File: src/rtl/probe_led_scanner.sv
// -----------------------------------------------------------------------------
// probe_led_scanner
//
// Captures one 32-bit word from a processor data-read probe and shows it on
// four board LEDs, one nibble at a time, most significant nibble first. Each
// nibble is lit for DWELL_CYCLES cycles and is followed by GAP_CYCLES cycles
// with all LEDs off, so that repeated nibble values remain distinguishable.
// Only the lowest NUM_NIBBLES nibbles are shown. While a word is being shown,
// new probe words are refused (probe_ready low) and the producer holds them.
//
// Parameters
//   DWELL_CYCLES  cycles each nibble is lit                  (>= 1)
//   GAP_CYCLES    blank cycles after each nibble             (>= 0)
//   NUM_NIBBLES   nibbles shown per captured word            (1..8)
//
// Ports
//   clk          single clock, rising-edge active
//   reset        synchronous, active-high reset
//   probe_val    probe word offered for capture
//   probe_valid  probe_val is valid this cycle
//   probe_ready  block accepts a word this cycle (high only in IDLE)
//   led          nibble drive, bit 3 = most significant, 0 when blank/idle
//   nibble_idx   index of the nibble currently shown or pending
//   busy         high whenever a word is being displayed
// -----------------------------------------------------------------------------
module probe_led_scanner #(
  parameter int DWELL_CYCLES = 50000000,
  parameter int GAP_CYCLES   = 12500000,
  parameter int NUM_NIBBLES  = 8
) (
  input  logic        clk,
  input  logic        reset,
  input  logic [31:0] probe_val,
  input  logic        probe_valid,
  output logic        probe_ready,
  output logic [3:0]  led,
  output logic [2:0]  nibble_idx,
  output logic        busy
);

  // Counter is wide enough for the longer of the two phases, never below 1 bit.
  localparam int MAX_PHASE = (DWELL_CYCLES > GAP_CYCLES) ? DWELL_CYCLES : GAP_CYCLES;
  localparam int CNT_SPAN  = (MAX_PHASE > 2) ? MAX_PHASE : 2;
  localparam int CNT_W     = $clog2(CNT_SPAN);

  // GAP_LAST is only meaningful when GAP_CYCLES > 0; the guard keeps the
  // constant legal (non-negative) when the blank phase is disabled.
  localparam int GAP_LAST_I = (GAP_CYCLES > 0) ? GAP_CYCLES - 1 : 0;

  localparam logic [CNT_W-1:0] DWELL_LAST = CNT_W'(DWELL_CYCLES - 1);
  localparam logic [CNT_W-1:0] GAP_LAST   = CNT_W'(GAP_LAST_I);
  localparam logic [CNT_W-1:0] CNT_ONE    = CNT_W'(1);
  localparam logic [2:0]       TOP_IDX    = 3'(NUM_NIBBLES - 1);

  typedef enum logic [1:0] {
    IDLE = 2'd0,
    SHOW = 2'd1,
    GAP  = 2'd2
  } state_e;

  state_e             state_q, state_d;
  logic [31:0]        word_q,  word_d;
  logic [2:0]         idx_q,   idx_d;
  logic [CNT_W-1:0]   cnt_q,   cnt_d;
  logic               nibble_done;

  // ---------------------------------------------------------------------------
  // State register
  // ---------------------------------------------------------------------------
  // NOTE: sequential state uses non-blocking assignments so every register
  // samples the pre-edge values, independent of statement order.
  always_ff @(posedge clk) begin
    if (reset) begin
      state_q <= IDLE;
      word_q  <= '0;
      idx_q   <= '0;
      cnt_q   <= '0;
    end else begin
      state_q <= state_d;
      word_q  <= word_d;
      idx_q   <= idx_d;
      cnt_q   <= cnt_d;
    end
  end

  // ---------------------------------------------------------------------------
  // Next-state logic
  // ---------------------------------------------------------------------------
  // NOTE: every signal written here gets a default first, so no path through
  // the case statement can leave one unassigned and infer a latch.
  always_comb begin
    state_d     = state_q;
    word_d      = word_q;
    idx_d       = idx_q;
    cnt_d       = cnt_q;
    nibble_done = 1'b0;

    unique case (state_q)
      IDLE: begin
        // probe_ready is 1 here, so probe_valid alone completes the handshake.
        if (probe_valid) begin
          word_d  = probe_val;
          idx_d   = TOP_IDX;
          cnt_d   = '0;
          state_d = SHOW;
        end
      end

      SHOW: begin
        if (cnt_q == DWELL_LAST) begin
          cnt_d = '0;
          // With no blank phase the end of the dwell is the end of the nibble.
          if (GAP_CYCLES == 0) begin
            nibble_done = 1'b1;
          end else begin
            state_d = GAP;
          end
        end else begin
          cnt_d = cnt_q + CNT_ONE;
        end
      end

      GAP: begin
        if (cnt_q == GAP_LAST) begin
          cnt_d       = '0;
          nibble_done = 1'b1;
        end else begin
          cnt_d = cnt_q + CNT_ONE;
        end
      end

      default: begin
        state_d = IDLE;
      end
    endcase

    // Advance to the next lower nibble, or finish after nibble 0. nibble_idx
    // is left at 0 in IDLE until the next capture reloads it.
    if (nibble_done) begin
      if (idx_q == 3'd0) begin
        state_d = IDLE;
      end else begin
        idx_d   = idx_q - 3'd1;
        state_d = SHOW;
      end
    end
  end

  // ---------------------------------------------------------------------------
  // Outputs: decoded from registers only, no combinational input paths.
  // ---------------------------------------------------------------------------
  assign probe_ready = (state_q == IDLE);
  assign busy        = (state_q != IDLE);
  assign nibble_idx  = idx_q;
  assign led         = (state_q == SHOW) ? word_q[{idx_q, 2'b00} +: 4] : 4'h0;

endmodule

File: config.mk
export PLATFORM = sky130hd
export DESIGN_NAME = probe_led_scanner
export DESIGN_NICKNAME = d
export VERILOG_FILES = /design/src/rtl/probe_led_scanner.sv
export SDC_FILE = /design/constraint.sdc
export NUM_CORES = 1
export LEC_CHECK = 0
export ABC_AREA = 1
export CAP_MARGIN = 10
export CORE_MARGIN = 2
export CORE_UTILIZATION = 28
export CTS_CLUSTER_DIAMETER = 100
export CTS_CLUSTER_SIZE = 10
export DETAILED_ROUTE_END_ITERATION = 8
export GPL_TIMING_DRIVEN = 1
export PLACE_DENSITY = 0.58
export RECOVER_POWER = 100
export SLEW_MARGIN = 40
export SYNTH_ARGS = -nofsm -noshare
export SYNTH_HDL_FRONTEND = slang
export SYNTH_SLANG_ARGS = --single-unit
File: constraint.sdc
create_clock -name clk -period 1.58 [get_ports clk]
set_input_delay 0.316 -clock clk [delete_from_list [all_inputs] [get_ports clk]]
set_output_delay 0.316 -clock clk [all_outputs]
set_load 0.02 [all_outputs]
* Yosys cells after proc, flatten, opt, wreduce, memory -nomap -nowiden
Cells that the tools add are included.
Operators by class: muxes and demuxes 16, reductions and logical operators 7, shifts and indexed selects 1, add/subtract/negate cells 2, eq/ne operators 8
Operators by type and width (number):
- $mux W26 | 3
- $pmux W26 S3 | 1
- $shiftx A32 B6 Y4 | 1
- $add A26 B1 Y26 const B | 1
- $eq A26 B24 Y1 const B | 1
- $eq A26 B26 Y1 const B | 1
- $mux W3 | 4
- $mux W2 | 3
- $pmux W2 S3 | 1
- $mux W4 | 1
- $ne A2 B2 Y1 const B | 2
- $reduce_and A2 Y1 | 2
- $logic_not A3 Y1 | 1
- $mux W1 | 3
- $ne A3 B2 Y1 const B | 1
- $ne A3 B3 Y1 const B | 1
- $reduce_and A3 Y1 | 1
- $reduce_bool A3 Y1 | 1
- $sub A3 B1 Y3 const B | 1
- $eq A2 B1 Y1 const B | 1
- $eq A2 B2 Y1 const B | 1
- $logic_not A2 Y1 | 1
- $reduce_bool A2 Y1 | 1
Word-level totals: output and inout bits 9, bits in registers 63, bits of input ports 35

* Longest topological paths before layout
word-level depth 5, depth in mapped cells 13, depth with buffers taken out 12

* Least setup slack after synthesis
Ideal clock, no wire load.
kind reg2reg, start point register idx_q[0], in the netlist nibble_idx[0], end point register idx_q[0], in the netlist nibble_idx[0], path slack -181 ps, cell stages (with the launch flop) 8, arrival 1632 ps, cells stage by stage dfxtp_1 clkinv_1 clkbuf_1 ha_1 nand2_1 nand4_1 o21ai_0 a21oi_1
On the way: cells in the longest elaborated chain, start to end 4, elaborated cells on any way between the ends 6, classes of those cells add/sub (1); mux (4); reduce/logical (1)
RTL lines:
- from (decl) | line 63 | logic [2:0] idx_q, idx_d;
- from (signal assigned) | line 81 | idx_q <= idx_d;
- branches (longest 3 deep; another with $sub A3 B1 Y3)
- $mux W3 (*) | line 139 | if (nibble_done) begin
Every way passes the cells marked *. A chain may end at the register's enable or synchronous reset.

* Worst setup path in the final report
start point register idx_q[0], in the netlist nibble_idx[0], end point output port led[2]
On the way: cells in the longest elaborated chain, start to end 2
RTL lines:
- $shiftx A32 B6 Y4 | line 155 | assign led = (state_q == SHOW) ? word_q[{idx_q, 2'b00} +: 4] : 4'h0;
- $mux W4 | line 155
- to (decl) | line 36 | output logic [3:0] led,
Every way passes these cells.

==> impl_metrics.csv <==
group,metric,value,unit
route,drc,0,
clock_network,clkLatencyLatePin,0.33,ns
yosys,synth_area_leaders,"dfxtp_1, nor2_1, o21ai_0",
yosys,yosysTopAreaCell,"dfxtp_1",
power,pwr_density_cell,1360,nW/um^2
critical_path,crit_type,"reg2out",
power,power.total,6.69,mW
sta,max_freq,568,MHz
cells_and_area,fin_area,4910,um^2
cells_and_area,final_cells,708,
sta,setup_tns,-2.25,ns
critical_path,start_kind,"flop",
route,vias,3290,
clock_network,cts_tree,"done",
route,drt_iter0_markers,70,
yosys,seq_area_frac_synth,39.2,%
place,dp_hpwl,6440,um
sta,slew_headroom,77.9,%
route,wl_per_cell,12.9,um
sta,rsz0062_at_grt,"true",
global_route,grt_pass1_wl,14800,um
clock_network,htree_levels,3,
clock_network,path_clk_slew,0.06,ns
yosys,synth_seq_cells,63,
clock_network,clock-sinks,63,
cells_and_area,diodes,0,
sta,layout_min_cycle_time,1.76,ns
global_route,grt_max_degree,35,
route,vias_per_cell,4.65,
yosys,synthesis.area,3220,um^2
critical_path,cp.required,1.26,ns
power,ir_drop,664,uV
critical_path,slowest_delay,0.37,ns
clock_network,root_buffer,"clkbuf_16",
outcome,violations,"negative setup slack",
critical_path,crit_fanout,17,
yosys,netlist_instances,465,
sta,period_share,112,%
floorplanning,ios,44,
floorplanning,rows,39,
sta,setup_viol,29,
critical_path,critPathSlowestCell,"dfxtp_4",
yosys,ys_types,27,
critical_path,worstPathCellList,"buf_12 > o21ai_0 > o22ai_1 > nor2_1 > nor2_2 > buf_2",
global_route,grt_util_all_layers,14.7,%
sta,hold_viol,0,
sta,fin_ws,-0.182,ns
floorplanning,die_w,111,um
sta,slew_violations,0,
sta,whs,0.479,ns
power,p_leak,1.91,nW
place,numPortBuffers,43,
floorplanning,dieArea,12400,um^2
cells_and_area,drive_above_1_share,31.7,%
hold_path,hp-class,"reg2reg",
cells_and_area,fin_nets,602,
floorplanning,initial_utilization,28.4,%
cells_and_area,utilization,43.4,%
clock_network,cts_hold_buf,0,
sta,tightest_slew,0.328,ns
outcome,status,"complete, but fails checks",
route,drt_pass1_iterations,4,
clock_network,clock_path_buffers,2,
yosys,yosysWarningCount,0,
route,routed_wl,9140,um
floorplanning,die-height,111,um
place,dpl.cell_count,686,
global_route,grt_pass1_vias,3220,
sta,skew,0.00558,ns
critical_path,cp.arrival,1.45,ns
global_route,antenna_found_initial,0,
place,place_ws,-0.339,ns
route,postRouteAntennaNets,0,
run,maxCapViolCount,0,
cells_and_area,areaGrowthSynthToFinish,52.8,%
clock_network,numCtsBuffers,9,
place,gp_congestion,0.884,
yosys,syn_avg_cell_area,6.92,um^2
yosys,syn-num-nets,507,
place,placedInstanceArea,4230,um^2
critical_path,cp-end-kind,"output port",
global_route,overflow,0,
floorplanning,coreArea,11300,um^2
yosys,yosysTopAreaCellShare,39.2,%
[cell usage after synthesis]
cell type  instances
buf_1              3
o21bai_1           1
nand4_1            8
ha_1               7
buf_2              1
nor2_1           128
nor2_2            12
xor2_1            15
clkbuf_1          10
a21oi_1           12
nor3_1             5
nor2_4             2
inv_1             36
buf_12             1
nor3b_1            1
xnor2_1            3
nand3b_1           2
o21ai_0           58
nand2_4            4
buf_6              1
o22ai_1            8
nand2_2            4
nand3_1           22
o31ai_1            2
nand2_1           53
clkinv_1           3
dfxtp_1           63
[worst max-delay path: cells and delay by family (launching register included)]
family	cells	cell delay [ns]
AND/OR/NAND/NOR	2	0.17
flip-flops	1	0.37
buffers and inverters	2	0.31
AO/OA/AOI/OAI	2	0.25
[sequential cells by signal (all words and copies together), names as in the netlist]
register,count
cnt_q,26
nibble_idx,3
word_q,32
state_q,2
[path summary, 6_finish.rpt]
| check | cells after the start | slack (ns) | start | to |
|---|---|---|---|---|
| worst max-delay path | 6 | -0.18 | nibble_idx[0] | led[2] |
| worst min-delay path | 2 | 0.48 | word_q[10] | word_q[10] |
| worst max register to register | 12 | -0.08 | cnt_q[1] | cnt_q[22] |
| worst min register to register | 2 | 0.48 | word_q[10] | word_q[10] |
[metal layers]
metal	part of all wire, %	track usage, %
met2	51	25.3
met4	2.6	6.09
met1	43	17.5
met5	0	0
met3	3.7	3.39
[what timing repair did]
| action | 4_1_cts | 5_1_grt |
|---|---|---|
| setup buffers | 7 | 5 |
| pin swaps | 5 | 29 |
| endpoints found under the setup margin | 37 | 37 |
| resized for setup | 59 | 108 |
| gates cloned | 1 | 0 |
[cell families after synthesis]
logic type / Yosys count / share of synthesized area, %
flops: 63 / 39.2
buf+inv: 55 / 7.20
xor+xnor: 18 / 4.90
simple gates: 241 / 32.8
compound gates: 81 / 13.2
fa+ha+maj: 7 / 2.72
[area by class of cell]
type	count	area, um^2
Fill cell	1157	6410
Multi-Input combinational cell	347	2040
Sequential cell	63	1280
Timing Repair Buffer	100	927
Clock buffer	9	225
Tap cell	143	179
Inverter	39	163
Clock inverter	7	105
[power breakdown]
| group | switching [mW] | internal [mW] |
|---|---|---|
| Sequential | 0.162 | 1.84 |
| Combinational | 1.37 | 1.12 |
| Clock | 0.791 | 1.40 |
[layout by cell type, fill, tap and decap left out, types with 4 or more instances in the layout]
cell type        Yosys  layout
o21ai_1              0      20
buf_6                1      11
dfxtp_2              0       9
clkdlybuf4s50_1      0      34
nand2_2              4      11
o21ai_0             58      36
o22ai_1              8       8
inv_1               36      30
clkbuf_16            0       9
nor2_1             128     109
nand2_1             53      41
nor2_2              12      25
xor2_1              15      13
inv_2                0       5
nand3_1             22      16
buf_4                0      41
a21oi_2              0       8
buf_12               1       4
dfxtp_1             63      53
nand3_2              0       6
nand4_1              8       8
nor2_4               2       8
nand2_4              4       8
a21oi_1             12       4
nor3_1               5       4
No activity file was read; power rests on OpenSTA's default activity.
